## config.mk

```make
export PLATFORM = sky130hd
export DESIGN_NAME = gpca_seq
export DESIGN_NICKNAME = d
export VERILOG_FILES = /design/src/rtl/gpca_seq.sv
export SDC_FILE = /design/constraint.sdc
export NUM_CORES = 1
export LEC_CHECK = 0
export CAP_MARGIN = 20
export CORE_MARGIN = 5
export CORE_UTILIZATION = 52
export DETAILED_ROUTE_END_ITERATION = 16
export GPL_ROUTABILITY_DRIVEN = 1
export GPL_TIMING_DRIVEN = 0
export PLACE_DENSITY = 0.85
export SLEW_MARGIN = 25
export SYNTH_ARGS = -nofsm -noshare
export SYNTH_HDL_FRONTEND = slang
export SYNTH_SLANG_ARGS = --single-unit
```

## constraint.sdc

```tcl
create_clock -name clk -period 3.9 [get_ports clk]
set_input_delay 0.78 -clock clk [delete_from_list [all_inputs] [get_ports clk]]
set_output_delay 0.78 -clock clk [all_outputs]
set_load 0.05 [all_outputs]
```

## src/rtl/gpca_seq.sv

```systemverilog
// gpca_seq: request sequencer and operand formatter for the combinational gpca array.
// Loads and left-normalizes operands, holds them for SETTLE cycles, then captures F/S.
module gpca_seq #(
  parameter int unsigned SETTLE = 8
) (
  input  logic        clk,
  input  logic        rst_n,
  input  logic        req_valid,
  output logic        req_ready,
  input  logic [1:0]  req_op,
  input  logic [9:0]  req_a,
  input  logic [4:0]  req_b,
  output logic        X,
  output logic [1:5]  P,
  output logic [1:10] A,
  output logic [1:7]  B,
  output logic [1:7]  C,
  input  logic [1:5]  F,
  input  logic [1:11] S,
  output logic        res_valid,
  input  logic        res_ready,
  output logic [1:5]  res_f,
  output logic [1:11] res_s,
  output logic [3:0]  res_sha,
  output logic [2:0]  res_shb,
  output logic        res_err
);

  typedef enum logic [1:0] {
    S_IDLE   = 2'd0,
    S_NORM   = 2'd1,
    S_SETTLE = 2'd2,
    S_DONE   = 2'd3
  } state_t;

  typedef enum logic [1:0] {
    OP_MUL    = 2'b00,
    OP_SQUARE = 2'b01,
    OP_SQRT   = 2'b10,
    OP_DIV    = 2'b11
  } op_t;

  state_t       state_q, state_d;
  logic         x_q, x_d;
  logic [1:5]   p_q, p_d;
  logic [1:10]  a_q, a_d;
  logic [1:7]   b_q, b_d;
  logic [1:7]   c_q, c_d;
  logic [1:5]   f_q, f_d;
  logic [1:11]  s_q, s_d;
  logic [3:0]   sha_q, sha_d;
  logic [2:0]   shb_q, shb_d;
  logic         err_q, err_d;
  logic         bad_q, bad_d;       // request fails validation, flagged at accept
  logic         norm_a_q, norm_a_d; // A takes part in normalization
  logic         norm_b_q, norm_b_d; // B/C take part in normalization
  logic [7:0]   cnt_q, cnt_d;
  logic         busy_a, busy_b;
  op_t          op;

  assign op     = op_t'(req_op);
  assign busy_a = norm_a_q & ~a_q[1];
  assign busy_b = norm_b_q & ~b_q[1];

  assign req_ready = (state_q == S_IDLE);
  assign res_valid = (state_q == S_DONE);
  assign X       = x_q;
  assign P       = p_q;
  assign A       = a_q;
  assign B       = b_q;
  assign C       = c_q;
  assign res_f   = f_q;
  assign res_s   = s_q;
  assign res_sha = sha_q;
  assign res_shb = shb_q;
  assign res_err = err_q;

  // Next-state and datapath update for accept, normalize, settle and hand-off.
  always_comb begin
    state_d  = state_q;
    x_d      = x_q;
    p_d      = p_q;
    a_d      = a_q;
    b_d      = b_q;
    c_d      = c_q;
    f_d      = f_q;
    s_d      = s_q;
    sha_d    = sha_q;
    shb_d    = shb_q;
    err_d    = err_q;
    bad_d    = bad_q;
    norm_a_d = norm_a_q;
    norm_b_d = norm_b_q;
    cnt_d    = cnt_q;
    unique case (state_q)
      S_IDLE: begin
        if (req_valid) begin
          state_d  = S_NORM;
          sha_d    = '0;
          shb_d    = '0;
          bad_d    = (((op == OP_MUL) || (op == OP_SQUARE)) && (req_a[9:5] != '0)) ||
                     ((op == OP_DIV) && ((req_b == '0) || (req_a == '0)));
          norm_a_d = (op == OP_DIV);
          // A zero multiplier can never reach MSB=1, so it is left un-normalized.
          norm_b_d = (op == OP_DIV) || ((op == OP_MUL) && (req_b != '0));
          unique case (op)
            OP_MUL: begin
              x_d = 1'b0; p_d = req_a[4:0]; a_d = '0;
              b_d = {req_b, 2'b00}; c_d = {req_b, 2'b00};
            end
            OP_SQUARE: begin
              x_d = 1'b0; p_d = req_a[4:0]; a_d = '0;
              b_d = 7'b0011111; c_d = 7'b0100000;
            end
            OP_SQRT: begin
              x_d = 1'b1; p_d = '0; a_d = req_a;
              b_d = 7'b0011111; c_d = 7'b0100000;
            end
            default: begin
              x_d = 1'b1; p_d = '0; a_d = req_a;
              b_d = {req_b, 2'b00}; c_d = {req_b, 2'b00};
            end
          endcase
        end
      end
      S_NORM: begin
        if (bad_q) begin
          state_d = S_DONE;
          err_d   = 1'b1;
          f_d     = '0;
          s_d     = '0;
        end else begin
          if (busy_a) begin
            a_d   = {a_q[2:10], 1'b0};
            sha_d = sha_q + 4'd1;
          end
          if (busy_b) begin
            b_d   = {b_q[2:7], 1'b0};
            c_d   = {c_q[2:7], 1'b0};
            shb_d = shb_q + 3'd1;
          end
          if (!busy_a && !busy_b) begin
            state_d = S_SETTLE;
            cnt_d   = 8'(SETTLE - 1);
          end
        end
      end
      S_SETTLE: begin
        if (cnt_q == '0) begin
          state_d = S_DONE;
          f_d     = F;
          s_d     = S;
          err_d   = 1'b0;
        end else begin
          cnt_d = cnt_q - 8'd1;
        end
      end
      S_DONE: begin
        if (res_ready) state_d = S_IDLE;
      end
      default: state_d = S_IDLE;
    endcase
  end

  // State and datapath registers; async reset clears everything back to IDLE.
  always_ff @(posedge clk or negedge rst_n) begin
    if (!rst_n) begin
      state_q  <= S_IDLE;
      x_q      <= 1'b0;
      p_q      <= '0;
      a_q      <= '0;
      b_q      <= '0;
      c_q      <= '0;
      f_q      <= '0;
      s_q      <= '0;
      sha_q    <= '0;
      shb_q    <= '0;
      err_q    <= 1'b0;
      bad_q    <= 1'b0;
      norm_a_q <= 1'b0;
      norm_b_q <= 1'b0;
      cnt_q    <= '0;
    end else begin
      state_q  <= state_d;
      x_q      <= x_d;
      p_q      <= p_d;
      a_q      <= a_d;
      b_q      <= b_d;
      c_q      <= c_d;
      f_q      <= f_d;
      s_q      <= s_d;
      sha_q    <= sha_d;
      shb_q    <= shb_d;
      err_q    <= err_d;
      bad_q    <= bad_d;
      norm_a_q <= norm_a_d;
      norm_b_q <= norm_b_d;
      cnt_q    <= cnt_d;
    end
  end

endmodule

```

==> flow_summary_export.csv, run 1 <==
group,metric,value,unit
status,status,"finished, final reports clean",
final_layout,final_area,4629,um2
route,ant_nets,0,
clocking,clkLatencyLatePin,0.34,ns
final_layout,layout.nets,504,
clocking,cts_buffer_depth,2,
timing,hold_viol_final,0,
placed_design,finalWeightedCongestion,0.9033,
placed_design,dpl_cell_area,4425,um2
die,die_h,90.95,um
clocking,cts_buffers,9,
clocking,cts_setup_buffers,0,
logic_synthesis,ys_top_cells_by_count,"dfrtp_1, a21oi_1, o21ai_0",
route,drt_iter0_markers,74,
grt,grt_first_pass_wirelength,15.09,mm
timing,fmax,374.4,MHz
final_layout,layout-drive-gt1-share,10.20,%
logic_synthesis,yosysMostFrequentCell,"dfrtp_1",
final_layout,insertedDiodeCount,0,
logic_synthesis,yosysSeqAreaShare,47.74,%
logic_synthesis,netlist-cell-type-count,50,
die,die_x,90.95,um
timing,setup_violations,0,
timing,drv_slew,0,
die,core-area,6350,um2
route,num_vias,3076,
logic_synthesis,synth_top_cell_by_area,"dfrtp_1",
power_and_ir_drop,p_leak,1.952,nW
clocking,htreeDepth,3,
placed_design,portBuffers,90,
grt,grt_max_degree,41,
setup_path,worst-endpoint-arrival,2.93,ns
die,die-area,8271,um2
timing,rsz0062_at_grt,"false",
clocking,cts_tree,"built",
route,wl,8.971,mm
logic_synthesis,syn_area_per_cell,9.652,um2
run,maxCapViolations,0,
logic_synthesis,synth_area_leaders,"dfrtp_1, a21oi_1, o21ai_0",
setup_path,crit_type,"input port to register",
placed_design,dp_hpwl,6.709,mm
clocking,cts_resized,0,
min_path,min_path_type,"input port to async pin",
timing,slew_headroom,43.65,%
clocking,root_buffer,"clkbuf_8",
route,dr.pass1.iters,4,
timing,skew,0.008429,ns
route,drc_errors,0,
logic_synthesis,synth_area,3407,um2
clocking,clkTransAtPathRegs,0.08,ns
timing,fin_crit,2.671,ns
logic_synthesis,synthArstFlopShare,100.0,%
logic_synthesis,synth_edf_count,0,
setup_path,crit_path_end_kind,"register",
power_and_ir_drop,ir_drop,557.6,uV
die,num_io_pins,93,
grt,grt_pass1_vias,3136,
grt,antenna_found_initial,0,
grt,grt_usage,22.11,%
clocking,cts.sinks,65,
die,fp-row-count,29,
clocking,postCtsHoldBufs,0,
die,floorplan.initialDensity,53.66,%
logic_synthesis,synth_top_area_share,47.74,%
grt,overflow,0,
logic_synthesis,ys_ff_latch,65,
timing,period_share,68.49,%
setup_path,critPathRequiredTime,4.16,ns
final_layout,fin_util,72.91,%
final_layout,syn2layout_area_growth,35.88,%
setup_path,crit_path_start_kind,"input port",
route,viasPerCell,5.717,
route,wl_per_cell,16.67,um
logic_synthesis,syn_inst,353,
logic_synthesis,synth_warnings,0,
timing,max_slew.worst_pin.slew,0.8361,ns
power_and_ir_drop,cellPowerDensity,973.1,nW/um2
logic_synthesis,ys.flop_type,"dfrtp_1",
setup_path,critPathMaxFanout,10,
## logic make-up (layout without fill, tap and decap cells)
family / Yosys count / in the layout / synth area share [%]
buf+inv: 52 / 159 / 6.867
flops: 65 / 65 / 47.74
mux: 10 / 10 / 3.232
compound gates: 100 / 100 / 19.06
other cells: 1 / 2 / 0.1101
xor+xnor: 2 / 2 / 0.5142
fa+ha+maj: 11 / 11 / 4.040
simple gates: 112 / 112 / 18.43
## metal layers
layer  GRT usage, %  part of all wire (%)  up-vias
met5              0                     0        -
met4          6.479                   1.1        0
met3          6.694                   7.1       14
met2          38.04                    50      101
met1          26.74                    42     1484
li1               -                     -     1477
## layout by cell type, fill, tap and decap left out, drive strengths merged, types with 2 or more instances in the layout
master         netlist  final
o31ai                3      3
clkdlybuf4s50        0     89
mux2i                2      2
nand4               19     19
inv                 28     29
nand3b               2      2
nor4                 6      6
ha                  11     11
nand2               19     19
o21ai               31     31
a21oi               35     35
mux2                 8      8
buf                 14     16
clkbuf              10     20
nand2b               3      3
a31o                 2      2
nor2b                4      4
conb                 1      2
or3                  5      5
nor3                 3      3
dfrtp               65     65
o41ai                3      3
a22oi                3      3
a22o                12     12
nand3                5      5
nor3b                9      9
or4                  6      6
clkinv               0      4
nor2                26     26
a31oi                2      2
## registers in the layout, summed over array words and instances (netlist names), 2 cells and up
signal   flops
A           10
B            7
C            5
P            5
cnt_q        8
res_f        5
res_s       11
res_sha      4
res_shb      3
state_q      2
## final cells by class
type	instances	area, um2
clock buffer	10	137.6
tap	77	96.34
fill	493	1720
sequential	65	1627
buffer	24	128.9
multi-input combinational	237	1550
timing repair buffer	91	918.4
clock inverter	6	66.31
inverter	28	105.1
## worst paths after layout
path / cells past startpoint / slack (ns) / start / to
min in group clk: 2 / 0.51 / X / X
max in group asynchronous: 2 / 3.02 / rst_n / A[9]
setup reg to reg: 8 / 1.38 / state_q[0] / A[5]
setup / recovery: 6 / 1.23 / req_valid / A[5]
hold / removal: 1 / 0.35 / rst_n / res_sha[0]
hold reg to reg: 2 / 0.51 / X / X
## through the flow
stage	total power, mW	hold WS, ns	setup WS [ns]	TNS (ns)	instances
after global routing	4.796	0.3501	1.060	0	538
final	4.505	0.3488	1.229	0	538
after global placement	3.837	0.4834	-0.06412	-3.930	521
after floorplan	3.057	0.4648	1.308	0	354
after CTS	4.526	0.3485	1.224	0	538
after detailed placement	3.922	0.4906	0.8710	0	522
## report_power, final
part | switching [mW] | total [mW] | internal, mW
logic | 1.76 | 2.71 | 0.949
registers | 0.239 | 1.21 | 0.973
clock network | 0.272 | 0.587 | 0.315
total | 2.27 | 4.51 | 2.24
## critical path, cell delays in order
cell             delay [ns]
clkdlybuf4s50_1        0.58
and2b_4                0.25
o41ai_2                0.78
buf_2                  0.35
nor2_1                 0.07
a21oi_1                0.13
(Power assumes the default switching activity.)
==> run 2: changes to the inputs <==
--- a/config.mk
+++ b/config.mk
@@ -7,11 +7,11 @@
 export LEC_CHECK = 0
 export CAP_MARGIN = 20
 export CORE_MARGIN = 5
-export CORE_UTILIZATION = 52
+export CORE_UTILIZATION = 44
 export DETAILED_ROUTE_END_ITERATION = 16
 export GPL_ROUTABILITY_DRIVEN = 1
 export GPL_TIMING_DRIVEN = 0
-export PLACE_DENSITY = 0.85
+export PLACE_DENSITY = 0.77
 export SLEW_MARGIN = 25
 export SYNTH_ARGS = -nofsm -noshare
 export SYNTH_HDL_FRONTEND = slang
==> constraint.sdc (replaced) <==
create_clock -name clk -period 2.42 [get_ports clk]
set_input_delay 0.484 -clock clk [delete_from_list [all_inputs] [get_ports clk]]
set_output_delay 0.484 -clock clk [all_outputs]
set_load 0.05 [all_outputs]
==> run 2 against run 1 <==
Sequential share of layout area is 1.0 points lower. Critical path type is now register to register. Total power is 67% higher. Worst hold slack worse by 0.30 ns. Largest cell class unchanged. Die area is 16% higher. Setup slack worse by 1.1 ns. Core utilization is 11 points lower. Largest power group unchanged. Non-clock buffer count is 2 higher.
==> flow_summary_export.csv, run 2 (same netlist as run 1, synthesis figures left out) <==
group,metric,value,unit
status,status,"finished, final reports clean",
setup_path,crit_path_end_kind,"register",
die,core-area,7647,um2
final_layout,register_area,1627,um2
grt,grt_usage,18.72,%
setup_path,crit_type,"register to register",
placed_design,dpl_cell_area,4469,um2
die,fp-row-count,32,
final_layout,layout.nets,506,
route,drc_errors,0,
timing,fin_crit,2.335,ns
route,num_vias,3044,
power_and_ir_drop,p_leak,1.981,nW
grt,grt.busiest_layer,"met2",
final_layout,largest_reg_flops,11,
clocking,cts_tree,"built",
timing,setup_violations,0,
placed_design,portBuffers,90,
timing,slew_headroom,49.83,%
route,wl,8.819,mm
grt,antenna_found_initial,0,
clocking,htreeDepth,3,
power_and_ir_drop,ir_drop,981.6,uV
grt,grt_max_degree,40,
setup_path,critPathMaxFanout,10,
final_layout,layout-drive-gt1-share,12.10,%
clocking,cts.sinks,65,
route,viasPerCell,5.388,
clocking,cts_buffers,9,
route,drt_iter0_markers,163,
final_layout,syn2layout_area_growth,39.96,%
clocking,cts_buffer_depth,2,
final_layout,final_area,4768,um2
timing,drv_slew,0,
grt,grt_pass1_vias,3101,
grt,overflow,0,
grt,use_met2,31.36,%
clocking,clkLatencyLatePin,0.34,ns
final_layout,insertedDiodeCount,0,
setup_path,crit_path_start_kind,"register",
power_and_ir_drop,p_total,7.504,mW
timing,skew,0.01079,ns
route,ant_nets,0,
die,die_x,98.00,um
timing,hold_viol_final,0,
timing,period_share,96.47,%
placed_design,dp_cells,547,
grt,met1_usage,22.97,%
placed_design,finalWeightedCongestion,0.9067,
timing,fmax,428.3,MHz
final_layout,multi_input_area,1597,um2
grt,grt_first_pass_wirelength,14.77,mm
route,dr.pass1.iters,4,
placed_design,dp_hpwl,6.484,mm
setup_path,worst-endpoint-arrival,2.57,ns
clocking,postCtsHoldBufs,0,
timing,max_slew.worst_pin.slew,0.7456,ns
die,die-area,9603,um2
power_and_ir_drop,cellPowerDensity,1574,nW/um2
final_layout,final_common_cell,"clkdlybuf4s50_1",
final_layout,final_cells,565,
clocking,clkTransAtPathRegs,0.08,ns
final_layout,fillers,638,
run,maxCapViolations,0,
die,die_h,98.00,um
clocking,root_buffer,"clkbuf_8",
die,num_io_pins,93,
die,floorplan.initialDensity,44.55,%
final_layout,layout_common_cells,"clkdlybuf4s50_1, dfrtp_1, a21oi_1, o21ai_0, inv_1",
setup_path,critPathRequiredTime,2.65,ns
grt,gr-usage-met3,7.214,%
route,wl_per_cell,15.61,um
min_path,min_path_type,"input port to async pin",
run 2: cell count changes in the layout (fill, tap and decap cells not counted), moves of 2 or more:
cell	change
clkinvlp_4	+2
o41ai_2	-2
buf_4	+3
o41ai_4	+2
bufinv_16	+2
clkbuf_1	-2
run 2: layout make-up:
cell class	instances	area share, %
flip-flops and latches	65	34.11
multi-input cells	237	33.48
repair buffers	94	19.73
plain buffers	23	2.703
well taps	102	2.676
clock buffers	9	2.598
clock inverters	7	2.493
inverters	28	2.204
run 2: timing repair:
| item | CTS | global route |
|---|---|---|
| setup endpoints to repair | 9 | 20 |
| endpoints found under the hold margin | 0 | 0 |
| cloned | 0 | 0 |
| buffers inserted | 0 | 3 |
| resized for setup | 3 | 5 |
run 2: final timing paths:
| path | to | cells past startpoint | slack [ns] | from |
|---|---|---|---|---|
| setup / recovery | res_sha[1] | 9 | 0.09 | state_q[1] |
| hold / removal | res_s[1] | 1 | 0.05 | rst_n |
| setup reg to reg | res_sha[1] | 9 | 0.09 | state_q[1] |
| hold reg to reg | X | 2 | 0.51 | X |
| max in group asynchronous | X | 2 | 1.84 | rst_n |
| min in group clk | X | 2 | 0.51 | X |
run 2: power breakdown:
group	switching (mW)	internal, mW	leakage, nW
clock network	0.434	0.684	0.115
logic	2.85	1.58	1.06
registers	0.384	1.57	0.805
total	3.67	3.84	1.98
run 2: routing by layer:
layer / part of all wire (%) / vias up / wire length, um
li1: - / 1481 / -
met2: 49 / 104 / 4292
met4: 0.86 / 0 / 76
met5: 0 / - / 0
met1: 43 / 1452 / 3795
met3: 7.4 / 7 / 655
run 2: stage by stage:
stage          hold WS (ns)  setup slack [ns]  util [%]  setup TNS [ns]
6_report            0.04610           0.08541     62.35               0
5_1_grt             0.05640         -0.007255     62.35       -0.007255
4_1_cts             0.04173           0.01481     61.86               0
3_5_place_dp         0.4187           -0.2740     58.44          -3.790
3_3_place_gp         0.4845            -1.328     58.21          -89.62
2_1_floorplan        0.1884           0.08668         -               0
run 2: critical path, cell delays in order (launching register included):
cell     delay (ns)
dfrtp_1        0.40
inv_1          0.10
ha_1           0.19
buf_6          0.14
and2_4         0.13
buf_6          0.13
or4_1          0.46
buf_2          0.18
mux2_1         0.31
a22o_1         0.17
==> run 3: changes to the inputs <==
--- a/config.mk
+++ b/config.mk
@@ -6,7 +6,6 @@
 export NUM_CORES = 1
 export LEC_CHECK = 0
 export CAP_MARGIN = 20
-export CORE_MARGIN = 5
 export CORE_UTILIZATION = 44
 export DETAILED_ROUTE_END_ITERATION = 16
 export GPL_ROUTABILITY_DRIVEN = 1
==> run 3 against run 2 <==
Via count increased by 0.30%. Sequential cell count unchanged. Clock-buffer cell count increased by 3. Maximum frequency increased by 1.3%. Non-clock buffer count decreased by 2. Final area decreased by 0.73%. Combinational power about the same. Critical path type unchanged. Critical endpoint unchanged.
==> flow_summary_export.csv, run 3 (same netlist as run 1, synthesis figures left out) <==
group,metric,value,unit
route,drc_errors,0,
die,die_x,90.00,um
clocking,htreeDepth,3,
route,drt_iter0_markers,92,
clocking,cts.sinks,65,
grt,antenna_found_initial,0,
power_and_ir_drop,swShare,49.24,%
route,dr.pass1.iters,4,
setup_path,crit_slowest_cell,"or4_1",
power_and_ir_drop,p_clk_share,14.0,%
route,ant_nets,0,
power_and_ir_drop,cellPowerDensity,1560,nW/um2
die,die-area,8099,um2
final_layout,insertedDiodeCount,0,
placed_design,dpl_cell_area,4473,um2
final_layout,register_area,1627,um2
placed_design,portBuffers,90,
timing,drv_slew,0,
final_layout,layout_common_cells,"clkdlybuf4s50_1, dfrtp_1, a21oi_1, o21ai_0, inv_1",
run,maxCapViolations,0,
timing,whs,0.04083,ns
timing,setup_slack,0.1145,ns
timing,rsz0062_at_grt,"false",
clocking,cts_tree,"built",
grt,grt_first_pass_wirelength,14.65,mm
final_layout,final_cells,560,
die,core-area,7370,um2
clocking,root_buffer,"clkbuf_8",
setup_path,regToRegStartpoint,"state_q[1]",
route,highest_layer,"met4",
final_layout,largest_reg_flops,11,
final_layout,layout.nets,504,
timing,max_slew.worst_pin.slew,0.8029,ns
setup_path,worstReg2RegEnd,"res_sha[1]",
die,num_io_pins,93,
die,floorplan.initialDensity,46.23,%
setup_path,worst-endpoint-arrival,2.53,ns
grt,overflow,0,
route,wl_met1,3.706,mm
route,wl_met2,4.214,mm
route,wl,8.498,mm
timing,fin_crit,2.306,ns
route,num_vias,3053,
final_layout,syn2layout_area_growth,38.93,%
power_and_ir_drop,p_leak,1.965,nW
placed_design,dp_cells,544,
timing,period_share,95.27,%
power_and_ir_drop,seq_power_share,26.5,%
timing,setup_violations,0,
setup_path,worst_path_most_repeated_cell,"buf_6",
power_and_ir_drop,ir_drop,922.2,uV
power_and_ir_drop,power.internal,3.748,mW
clocking,cts_buffer_depth,2,
placed_design,finalWeightedCongestion,0.8798,
placed_design,pre_cts_ws,-0.3179,ns
final_layout,final_area,4733,um2
clocking,postCtsHoldBufs,0,
setup_path,r2r_setup_slack,0.11,ns
die,fp-row-count,31,
grt,grt_pass1_vias,3021,
power_and_ir_drop,p_total,7.383,mW
power_and_ir_drop,comb_power_share,59.5,%
grt,grt_usage,22.10,%
final_layout,final_common_cell,"clkdlybuf4s50_1",
setup_path,crit_path_start_kind,"register",
setup_path,cp_cell_sequence,"inv_1, ha_1, buf_6, and2_4, buf_6, or4_1, buf_2, mux2_1, a22o_1",
setup_path,critPathRequiredTime,2.65,ns
timing,hold_viol_final,0,
clocking,clkLatencyLatePin,0.33,ns
final_layout,fillers,617,
route,viasPerCell,5.452,
setup_path,reg2reg_depth,9,
route,wl_met3,462,um
grt,grt_max_degree,45,
setup_path,slowest_delay,0.45,ns
die,die_h,90.00,um
setup_path,crit_path_end_kind,"register",
clocking,clkTransAtPathRegs,0.08,ns
setup_path,crit_type,"register to register",
timing,skew,0.01381,ns
timing,fmax,433.7,MHz
final_layout,layout-drive-gt1-share,11.28,%
route,wl_per_cell,15.18,um
setup_path,critPathMaxFanout,10,
status,status,"finished, final reports clean",
placed_design,dp_hpwl,6.247,mm
final_layout,multi_input_area,1597,um2
clocking,cts_buffers,9,
power_and_ir_drop,p_switching,3.636,mW
min_path,min_path_type,"input port to async pin",
timing,slew_headroom,45.98,%
## run 3: changes by cell type in the layout (fill, tap and decap cells not counted), sizes merged
cell / change
clkbuf: +2
buf: -1
bufinv: -1
clkinv: -1
clkinvlp: -1
## run 3: power by group through the flow
stage	sequential [mW]	combinational, mW	clock (mW)
2_1_floorplan	3.21	1.74	0
3_3_place_gp	1.95	4.26	0
3_5_place_dp	1.96	4.34	0
4_1_cts	1.95	4.37	1.05
5_1_grt	2.02	4.74	1.10
6_report	1.95	4.40	1.03
## run 3: how the worst max path moves through the flow
stage | from | to | slack, ns | cells after the start
after floorplan | state_q[0] | res_sha[1] | 0.09 | 8
after global placement | rst_n | A[5] | -1.31 | 1
after detailed placement | req_valid | A[6] | -0.32 | 6
after CTS | state_q[0] | C[1] | 0.02 | 8
after global routing | state_q[1] | res_sha[1] | 0.004 | 9
final | state_q[1] | res_sha[1] | 0.11 | 9
## run 3: final cells by class
type                    instances  share of cell area [%]
plain buffers                  23                   2.670
clock buffers                  12                   3.066
clock inverters                 4                   1.612
inverters                      28                   2.220
multi-input cells             237                   33.73
flip-flops and latches         65                   34.36
well taps                      99                   2.617
repair buffers                 92                   19.72
## run 3: stage by stage
stage | utilization [%] | setup TNS (ns)
after detailed placement | 60.70 | -3.815
after global placement | 60.36 | -88.81
after global routing | 64.23 | 0
after floorplan | - | 0
after CTS | 63.85 | 0
final | 64.23 | 0
## run 3: repair_timing
item / CTS / global route
gates resized for setup: 1 / 7
endpoints found under the setup margin: 8 / 18
setup buffers: 0 / 1
cloned: 0 / 0
## run 3: per-layer routing
layer  up-vias  global-route usage (%)
met5         -                       0
met4         0                   6.720
li1       1478                       -
met3        11                   3.892
met2        88                   38.14
met1      1476                   28.37
## run 3: critical path: cells and delay by family (launching register included)
kind,cells,cell delay [ns]
DFF,1,0.37
AOI/OAI and AO/OA,1,0.19
muxes,1,0.32
and+or+nand+nor,2,0.58
adders and majority gates,1,0.19
buffers and inverters,4,0.54
